===== src/rtl/ahb_arbiter_pkg.sv =====
`default_nettype none
// +----------------------------------------------------------------------------+
// | ahb_arbiter_pkg : shared htrans encodings and the round-robin pick helper. |
// | Revision 1.0                                                               |
// +----------------------------------------------------------------------------+
package ahb_arbiter_pkg;

    typedef enum logic [1:0] {
        IDLE   = 2'b00,
        BUSY   = 2'b01,
        NONSEQ = 2'b10,
        SEQ    = 2'b11
    } htrans_e;

    localparam int unsigned c_max_masters = 16;

    typedef struct packed {
        logic       valid;
        logic [3:0] idx;
    } rr_pick_t;

    // The search starts just after ptr, so the last winner is considered last.
    function automatic rr_pick_t rr_pick(input logic [15:0] req, input logic [3:0] ptr,
                                         input int unsigned n);
        rr_pick_t   r;
        logic [4:0] cand;
        r = '0;
        for (int unsigned k = 1; k <= c_max_masters; k++) begin
            cand = {1'b0, ptr} + 5'(k);
            if (cand >= 5'(n)) begin
                cand = cand - 5'(n);
            end
            if (k <= n && !r.valid && req[cand[3:0]]) begin
                r.valid = 1'b1;
                r.idx   = cand[3:0];
            end
        end
        return r;
    endfunction

endpackage
`default_nettype wire


===== src/rtl/ahb_bus_arbiter_if.sv =====
`default_nettype none
// +----------------------------------------------------------------------------+
// | ahb_bus_arbiter_if : master-side request/bus lanes and the muxed slave bus. |
// | Revision 1.0                                                               |
// +----------------------------------------------------------------------------+
interface ahb_bus_arbiter_if #(
    parameter int NUM_MASTERS = 4,
    parameter int ADDR_WIDTH  = 8,
    parameter int DATA_WIDTH  = 32
);
    localparam int IDX_W = $clog2(NUM_MASTERS);

    logic [NUM_MASTERS-1:0]            hbusreq;
    logic [NUM_MASTERS-1:0]            hlock;
    logic                              hready;
    logic [2*NUM_MASTERS-1:0]          htrans_m;
    logic [ADDR_WIDTH*NUM_MASTERS-1:0] haddr_m;
    logic [NUM_MASTERS-1:0]            hwrite_m;
    logic [DATA_WIDTH*NUM_MASTERS-1:0] hwdata_m;

    logic [NUM_MASTERS-1:0]            hgrant;
    logic [IDX_W-1:0]                  hmaster;
    logic                              hmastlock;
    logic [1:0]                        htrans;
    logic [ADDR_WIDTH-1:0]             haddr;
    logic                              hwrite;
    logic [DATA_WIDTH-1:0]             hwdata;

    modport arbiter (
        input  hbusreq, hlock, hready, htrans_m, haddr_m, hwrite_m, hwdata_m,
        output hgrant, hmaster, hmastlock, htrans, haddr, hwrite, hwdata
    );

    modport master (
        output hbusreq, hlock, htrans_m, haddr_m, hwrite_m, hwdata_m,
        input  hgrant, hmaster, hready
    );

    modport slave (
        input  htrans, haddr, hwrite, hwdata, hmaster, hmastlock,
        output hready
    );

endinterface
`default_nettype wire


===== src/rtl/ahb_rr_picker.sv =====
`default_nettype none
// +----------------------------------------------------------------------------+
// | ahb_rr_picker : combinational round-robin selection with wrap-around.     |
// | Revision 1.0                                                               |
// +----------------------------------------------------------------------------+
module ahb_rr_picker
    import ahb_arbiter_pkg::*;
#(
    parameter  int NUM_MASTERS = 4,
    localparam int IDX_W       = $clog2(NUM_MASTERS)
) (
    input  wire logic [NUM_MASTERS-1:0] req,
    input  wire logic [IDX_W-1:0]       ptr,
    output logic      [IDX_W-1:0]       idx,
    output logic                        valid
);

    logic [15:0] w_req;
    logic [3:0]  w_ptr;
    rr_pick_t    w_pick;
    logic        unused_idx_hi;

    always_comb begin
        w_req                    = '0;
        w_req[NUM_MASTERS-1:0]   = req;
        w_ptr                    = '0;
        w_ptr[IDX_W-1:0]         = ptr;
        w_pick                   = rr_pick(w_req, w_ptr, NUM_MASTERS);
    end

    assign idx           = w_pick.idx[IDX_W-1:0];
    assign valid         = w_pick.valid;
    assign unused_idx_hi = ^w_pick.idx;

endmodule
`default_nettype wire


===== src/rtl/ahb_bus_arbiter.sv =====
`default_nettype none
// +----------------------------------------------------------------------------+
// | ahb_bus_arbiter : round-robin AHB-lite arbiter with lock hold and bus mux. |
// | Revision 1.0                                                               |
// +----------------------------------------------------------------------------+
module ahb_bus_arbiter
    import ahb_arbiter_pkg::*;
#(
    parameter int NUM_MASTERS    = 4,
    parameter int ADDR_WIDTH     = 8,
    parameter int DATA_WIDTH     = 32,
    parameter int DEFAULT_MASTER = 0
) (
    input wire logic hclk,
    input wire logic hresetn,
    ahb_bus_arbiter_if.arbiter bus
);

    localparam int               IDX_W         = $clog2(NUM_MASTERS);
    localparam logic [IDX_W-1:0] c_default_idx = IDX_W'(DEFAULT_MASTER);

    logic [IDX_W-1:0]       r_grant_idx, r_hmaster, r_dp_master, r_ptr;
    logic                   r_hmastlock;
    logic [IDX_W-1:0]       w_pick_idx, w_next_grant, w_next_ptr;
    logic                   w_pick_valid, w_lock_hold;
    logic [NUM_MASTERS-1:0] w_hgrant;
    logic [1:0]             w_htrans;
    logic [ADDR_WIDTH-1:0]  w_haddr;
    logic                   w_hwrite;
    logic [DATA_WIDTH-1:0]  w_hwdata;

    ahb_rr_picker #(.NUM_MASTERS(NUM_MASTERS)) u_picker (
        .req   (bus.hbusreq),
        .ptr   (r_ptr),
        .idx   (w_pick_idx),
        .valid (w_pick_valid)
    );

    // Lock only sustains an existing grant; it never attracts one.
    assign w_lock_hold = bus.hlock[r_grant_idx] && bus.hbusreq[r_grant_idx];

    always_comb begin
        w_next_grant = c_default_idx;
        w_next_ptr   = r_ptr;
        if (w_lock_hold) begin
            w_next_grant = r_grant_idx;
        end else if (w_pick_valid) begin
            w_next_grant = w_pick_idx;
            w_next_ptr   = w_pick_idx;
        end
    end

    always_ff @(posedge hclk or negedge hresetn) begin
        if (!hresetn) begin
            r_grant_idx <= c_default_idx;
            r_hmaster   <= c_default_idx;
            r_dp_master <= c_default_idx;
            r_hmastlock <= 1'b0;
            r_ptr       <= c_default_idx;
        end else if (bus.hready) begin
            r_dp_master <= r_hmaster;
            r_hmaster   <= r_grant_idx;
            r_hmastlock <= bus.hlock[r_grant_idx];
            r_grant_idx <= w_next_grant;
            r_ptr       <= w_next_ptr;
        end
    end

    always_comb begin
        w_hgrant              = '0;
        w_hgrant[r_grant_idx] = 1'b1;
        w_htrans              = IDLE;
        w_haddr               = '0;
        w_hwrite              = 1'b0;
        w_hwdata              = '0;
        for (int i = 0; i < NUM_MASTERS; i++) begin
            if (r_hmaster == IDX_W'(i)) begin
                w_htrans = bus.htrans_m[2*i +: 2];
                w_haddr  = bus.haddr_m[ADDR_WIDTH*i +: ADDR_WIDTH];
                w_hwrite = bus.hwrite_m[i];
            end
            if (r_dp_master == IDX_W'(i)) begin
                w_hwdata = bus.hwdata_m[DATA_WIDTH*i +: DATA_WIDTH];
            end
        end
    end

    assign bus.hgrant    = w_hgrant;
    assign bus.hmaster   = r_hmaster;
    assign bus.hmastlock = r_hmastlock;
    assign bus.htrans    = w_htrans;
    assign bus.haddr     = w_haddr;
    assign bus.hwrite    = w_hwrite;
    assign bus.hwdata    = w_hwdata;

endmodule
`default_nettype wire


===== src/flat_wrapper.sv =====
// flat-port wrapper written by rule: the top's interface ports become plain ports
module ahb_bus_arbiter_flat import ahb_arbiter_pkg::*;
#(
    parameter int NUM_MASTERS    = 4,
    parameter int ADDR_WIDTH     = 8,
    parameter int DATA_WIDTH     = 32,
    parameter int DEFAULT_MASTER = 0
)
  (hclk, hresetn, bus_hbusreq, bus_hlock, bus_hready, bus_htrans_m, bus_haddr_m, bus_hwrite_m, bus_hwdata_m, bus_hgrant, bus_hmaster, bus_hmastlock, bus_htrans, bus_haddr, bus_hwrite, bus_hwdata);
  ahb_bus_arbiter_if #(.NUM_MASTERS(NUM_MASTERS), .ADDR_WIDTH(ADDR_WIDTH), .DATA_WIDTH(DATA_WIDTH)) bus_i ();
  input wire logic hclk;
  input wire logic hresetn;
  input wire logic [$bits(bus_i.hbusreq)-1:0] bus_hbusreq;
  input wire logic [$bits(bus_i.hlock)-1:0] bus_hlock;
  input wire logic [$bits(bus_i.hready)-1:0] bus_hready;
  input wire logic [$bits(bus_i.htrans_m)-1:0] bus_htrans_m;
  input wire logic [$bits(bus_i.haddr_m)-1:0] bus_haddr_m;
  input wire logic [$bits(bus_i.hwrite_m)-1:0] bus_hwrite_m;
  input wire logic [$bits(bus_i.hwdata_m)-1:0] bus_hwdata_m;
  output wire logic [$bits(bus_i.hgrant)-1:0] bus_hgrant;
  output wire logic [$bits(bus_i.hmaster)-1:0] bus_hmaster;
  output wire logic [$bits(bus_i.hmastlock)-1:0] bus_hmastlock;
  output wire logic [$bits(bus_i.htrans)-1:0] bus_htrans;
  output wire logic [$bits(bus_i.haddr)-1:0] bus_haddr;
  output wire logic [$bits(bus_i.hwrite)-1:0] bus_hwrite;
  output wire logic [$bits(bus_i.hwdata)-1:0] bus_hwdata;
  assign bus_i.hbusreq = bus_hbusreq;
  assign bus_i.hlock = bus_hlock;
  assign bus_i.hready = bus_hready;
  assign bus_i.htrans_m = bus_htrans_m;
  assign bus_i.haddr_m = bus_haddr_m;
  assign bus_i.hwrite_m = bus_hwrite_m;
  assign bus_i.hwdata_m = bus_hwdata_m;
  assign bus_hgrant = bus_i.hgrant;
  assign bus_hmaster = bus_i.hmaster;
  assign bus_hmastlock = bus_i.hmastlock;
  assign bus_htrans = bus_i.htrans;
  assign bus_haddr = bus_i.haddr;
  assign bus_hwrite = bus_i.hwrite;
  assign bus_hwdata = bus_i.hwdata;
  ahb_bus_arbiter #(.NUM_MASTERS(NUM_MASTERS), .ADDR_WIDTH(ADDR_WIDTH), .DATA_WIDTH(DATA_WIDTH), .DEFAULT_MASTER(DEFAULT_MASTER)) u_core (.hclk(hclk), .hresetn(hresetn), .bus(bus_i));
endmodule

===== config.mk =====
export PLATFORM = sky130hd
export DESIGN_NAME = ahb_bus_arbiter_flat
export DESIGN_NICKNAME = d
export VERILOG_FILES = /design/src/rtl/ahb_arbiter_pkg.sv /design/src/rtl/ahb_bus_arbiter_if.sv /design/src/rtl/ahb_rr_picker.sv /design/src/rtl/ahb_bus_arbiter.sv /design/src/flat_wrapper.sv
export SDC_FILE = /design/constraint.sdc
export NUM_CORES = 1
export LEC_CHECK = 0
export CAP_MARGIN = 5
export CORE_MARGIN = 4
export CORE_UTILIZATION = 25
export DETAILED_ROUTE_END_ITERATION = 6
export PLACE_DENSITY = 0.83
export SYNTH_ARGS = -nofsm -noshare
export SYNTH_HDL_FRONTEND = slang
export SYNTH_SLANG_ARGS = --single-unit

===== constraint.sdc =====
create_clock -name hclk -period 4.9 [get_ports hclk]
set_clock_uncertainty 0.1 [all_clocks]
set_input_delay 1.47 -clock hclk [delete_from_list [all_inputs] [get_ports hclk]]
set_output_delay 1.47 -clock hclk [all_outputs]
set_load 0.02 [all_outputs]

* Word-level counts from Yosys, hierarchy flattened
Cells that the tools add are included.
** Word-level totals
- Flip-flop bits (word level) :: 9
- Bits in latches :: 0
- Memory bits (writable) :: 0
- Bits in read-only memories :: 0
- Word-level logic and storage cells :: 81
- Memories kept :: 0
** Operators by class
- Add/subtract/negate cells :: 8
- Multipliers :: 0
- Divide/modulo/power cells :: 0
- $lt $le $gt $ge :: 10
- Eq/ne operators :: 6
- Shift-type cells :: 0
- Mux-type cells :: 39
- Bitwise logic cells :: 1
- Reduce and logical (&&, ||, !) cells :: 12
** Operator list (count)
- $mux 32 :: 4
- $mux 8 :: 4
- $lt 4x5->1 const B :: 4
- $mux 5 :: 4
- $bmux 1 s4 :: 4
- $mux 4 :: 4
- $sub 3x3->4 const B :: 3
- $mux 1 :: 11
- $mux 2 :: 5
- $eq 2x2->1 const B :: 4
- $add 2x2->3 const B :: 2
- $ge 3x3->1 const B :: 2
- $ge 5x3->1 const B :: 1
- $logic_and 1x1->1 :: 5
- $add 2x3->4 const B :: 1
- $bmux 1 s2 :: 2
- $eq 2x1->1 const B :: 2
- $ge 4x3->1 const B :: 1
- $logic_not 2->1 :: 2
- $sub 4x3->4 const B :: 1
- $add 2x1->3 const B :: 1
- $logic_not 1->1 :: 3
- $lt 2x3->1 const B :: 1
- $reduce_and 3->1 :: 1
- 4 further kinds :: 4

* Logic depth before layout (Yosys ltp)
- Depth after elaboration :: 16
- Gate-level depth with buffers :: 9
- Mapped depth without buffers :: 7

* Modules after synthesis
From an unflattened synthesis, not the netlist that was laid out.
** Second synthesis, totals
- Cells, all modules :: 122
- Area total of the unflattened synthesis :: 1790.5 µm²
** Modules (own cells, without submodules)
- ahb_bus_arbiter :: times used 1, cells each 83, area an instance 1440.1 µm²
- ahb_rr_picker :: times used 1, cells each 39, area an instance 350.3 µm²

* Least setup slack after synthesis
OpenSTA, ideal clock, no wires.
- Path type :: input -> output
- Start :: input bus_haddr_m[24]
- End :: output bus_haddr[0]
- Data arrival time :: 1994 ps
- Slack :: 1336 ps
- Stages :: 1
- Buffers on the path :: 0
- Cells stage by stage :: mux4_2
** Between the ends
- Longest elaborated chain between the ends :: 1
** RTL lines
- start: declaration :: RTL line flat_wrapper.sv:17 : input wire logic [$bits(bus_i.haddr_m)-1:0] bus_haddr_m;
- $mux 8 :: RTL line ahb_bus_arbiter.sv:77 : if (r_hmaster == IDX_W'(i)) begin
- end: declaration :: RTL line flat_wrapper.sv:24 : output wire logic [$bits(bus_i.haddr)-1:0] bus_haddr;
Every way passes these cells.

* Final worst setup path
- Start :: input bus_hwdata_m[92]
- End :: output bus_hwdata[28]
** Between the ends
- Longest elaborated chain between the ends :: 2
** RTL lines
- start: declaration :: RTL line flat_wrapper.sv:19 : input wire logic [$bits(bus_i.hwdata_m)-1:0] bus_hwdata_m;
- $mux 32 (2 in a row) :: RTL line ahb_bus_arbiter.sv:82 : if (r_dp_master == IDX_W'(i)) begin
- end: declaration :: RTL line flat_wrapper.sv:26 : output wire logic [$bits(bus_i.hwdata)-1:0] bus_hwdata;
Every way passes these cells.

==> run summary <==
H-tree levels: 1
post-route minimum period: 4.572 ns
yosys warns: 0
CTS Hold Buffers Added: 0
Resize count post-CTS: 0
Row Count: 30
Seq/Total Area, Yosys: 12.45%
Core ar.: 6907 um^2
total CTS buffers: 3
I/O Buffers: 232
worst vdd ir: 0.2690 mV
gr usage total: 22.73%
Synth Net Count: 319
WHS Endpoint: u_core.bus.hmastlock$_DFFE_PN0P_
Initial Util: 26.20%
synthesized cell area: 1809 um^2
drt drc: 0
CTS sink count: 9
status: complete, no violations
Final Cycle Share: 93.30%
Netlist cell types: 38
most area-consuming cells after synthesis: mux4_2 (55%), dfrtp_1 (12%), mux2_2 (4.4%)
Setup TNS: 0 ns
layout cells sized above 1: 17.98%
Clock Tree Buf Depth: 2
vias in the first global route: 2532
worst r2r dst: u_core.r_grant_idx[0]$_DFFE_PN0P_
fin util: 61.52%
dpl hpwl: 9209 um
actual slew at the worst max-slew pin: 0.7714 ns
Most used DFF post-synth: dfrtp_1
Via density: 5.024
post-CTS setup buffers: 0
CP Launch Type: input port
worst hold path depth: 1
Achievable Freq: 0.2187 GHz
RSZ-0062 raised after global routing: false
Slew Viols, Final: 0
die area: 8662 um^2
Die W: 93.07 um
most frequent cell after synthesis: mux4_2
kind of critical path: in2out
Max Cap Viol: 0
reg2reg start: u_core.r_ptr[0]$_DFFE_PN0P_
Mapped Cells: 131
Reg clk slew, reported paths: 0.04 ns
grt ovf: 0
Mean Syn Cell Area: 13.81 um^2
critical path endpoint category: output port
drt wl/cell: 22.64 um
fin nets: 545
Pleak: 1.534 nW
Post-synth top cells: mux4_2 (44), dfrtp_1 (9), mux2_2 (7), clkbuf_1 (6)
IO Pins: 233
TritonRoute pass-1 iters: 6
Overall Power: 2.080 mW
later-pin clock latency in the skew report: 0.23 ns
initial antenna violation count: 1
Routed WL: 10260 um
Synth Register Bits: 9
Synth area leader: mux4_2
EDFF count, synth: 0
Vias: 2276
CTS root buffer: clkbuf_8
max_slew headroom: 48.57%
die height: 93.07 um
largest net degree at the start of global routing: 29
Fillers: 604
TritonCTS clock tree: done
Hold Crit Class: reg2reg
top cell type's share of synthesized area: 54.77%
first-pass GRT wire length: 14920 um
fin area: 4249 um^2
Placed Area: 4202 um^2
async set-reset flop share out of synthesis: 100.0%
power per cell area: 489.5 nW/um^2
global placement routability congestion: 0.8564
Final Setup Violations: 0
Hold Path Origin: u_core.bus.hmastlock$_DFFE_PN0P_
Critical Path AT: 3.00 ns
initial drt markers: 79
WP data required: 3.33 ns
worst reg2reg path depth: 7
DRT antenna net count: 0
area added between synthesis and finish: 134.9%
Final Hold Viols: 0
crit path max fanout: 1
reg2reg setup slack: 2.13 ns
==> routing by layer <==
metal | vias up | track usage, % | part of all wire [%]
met5 | - | 0 | 0.078
met4 | 2 | 5.739 | 2.9
met2 | 115 | 40.25 | 51
li1 | 1023 | - | -
met3 | 24 | 9.091 | 10
met1 | 1112 | 25.38 | 36
==> cell usage in the layout, fill, tap and decap left out <==
cell | synthesis | layout
a21boi_0 | 1 | 1
clkbuf_1 | 6 | 1
a21o_1 | 1 | 1
diode_2 | 0 | 1
o21ai_0 | 2 | 2
inv_1 | 3 | 3
nor3_2 | 2 | 2
and3b_1 | 2 | 2
mux2i_1 | 4 | 4
nor2b_1 | 1 | 1
a2111oi_2 | 1 | 1
nor3b_1 | 1 | 1
a31oi_1 | 1 | 1
a22o_1 | 1 | 1
o221ai_2 | 1 | 1
a21oi_1 | 3 | 3
ha_1 | 5 | 5
mux2_1 | 2 | 2
o21ai_1 | 1 | 1
mux2_2 | 7 | 7
o22a_1 | 1 | 1
a21boi_2 | 1 | 1
a211oi_1 | 1 | 1
a311oi_2 | 1 | 1
dfrtp_2 | 0 | 1
o31ai_1 | 2 | 2
and3_1 | 1 | 1
nand2_1 | 2 | 2
nor3_1 | 4 | 4
nor2_1 | 5 | 5
clkbuf_8 | 0 | 3
mux4_2 | 44 | 44
and2b_1 | 1 | 1
buf_4 | 0 | 3
dfrtp_1 | 9 | 8
o211ai_1 | 2 | 2
clkdlybuf4s50_1 | 0 | 232
xnor2_1 | 2 | 2
and2_1 | 1 | 1
or3_1 | 1 | 1
==> layout make-up <==
cell class | instances | area [um^2] | share of cell area (%)
timing repair buffer | 235 | 2345 | 55.18
inverter | 3 | 11.26 | 0.2650
multi-input combinational | 105 | 1499 | 35.28
sequential | 9 | 226.5 | 5.330
clock buffer | 4 | 45.04 | 1.060
antenna | 1 | 2.502 | 0.05889
tap | 96 | 120.1 | 2.827
==> critical path: stages <==
cell and delay (ns):
clkdlybuf4s50_1 0.48, mux4_2 0.48, clkdlybuf4s50_1 0.57
==> flip-flops by register name, summed over array words and instances (netlist names) <==
| signal | flops |
|---|---|
| u_core.r_grant_idx | 2 |
| u_core.bus.hmastlock | 1 |
| u_core.r_ptr | 2 |
| u_core.bus.hmaster | 2 |
| u_core.r_dp_master | 2 |
==> through the flow <==
| step | hold WS (ns) | setup slack, ns | instances |
|---|---|---|---|
| 3_3_place_gp | 0.3948 | 0.3302 | 448 |
| 5_1_grt | 0.4509 | 0.2955 | 452 |
| 2_1_floorplan | 0.5118 | 1.336 | 131 |
| 4_1_cts | 0.4306 | 0.3381 | 452 |
| 3_5_place_dp | 0.4110 | 0.3380 | 448 |
| 6_report | 0.4284 | 0.3281 | 453 |
==> power breakdown <==
| part | switching [mW] | total, mW | internal, mW |
|---|---|---|---|
| registers | 0.144 | 0.256 | 0.113 |
| logic | 0.748 | 1.74 | 0.992 |
| clock network | 0.0265 | 0.0829 | 0.0564 |
==> cells by family after synthesis <==
family,Yosys count,share of synthesized area (%)
fa+ha+maj,5,3.458
compound gates,20,8.989
mux,57,62.59
flops,9,12.45
simple gates,21,6.848
buf+inv,17,4.702
xor+xnor,2,0.9684
==> how the worst max path moves through the flow <==
stage / startpoint / endpoint / slack, ns / cells after the start
6_report: bus_hwdata_m[92] / bus_hwdata[28] / 0.33 / 3
5_1_grt: bus_hwdata_m[90] / bus_hwdata[26] / 0.30 / 3
3_3_place_gp: bus_hwdata_m[90] / bus_hwdata[26] / 0.33 / 3
2_1_floorplan: bus_haddr_m[24] / bus_haddr[0] / 1.34 / 1
3_5_place_dp: bus_hwdata_m[90] / bus_hwdata[26] / 0.34 / 3
4_1_cts: bus_hwdata_m[90] / bus_hwdata[26] / 0.34 / 3
(Power assumes the default switching activity.)
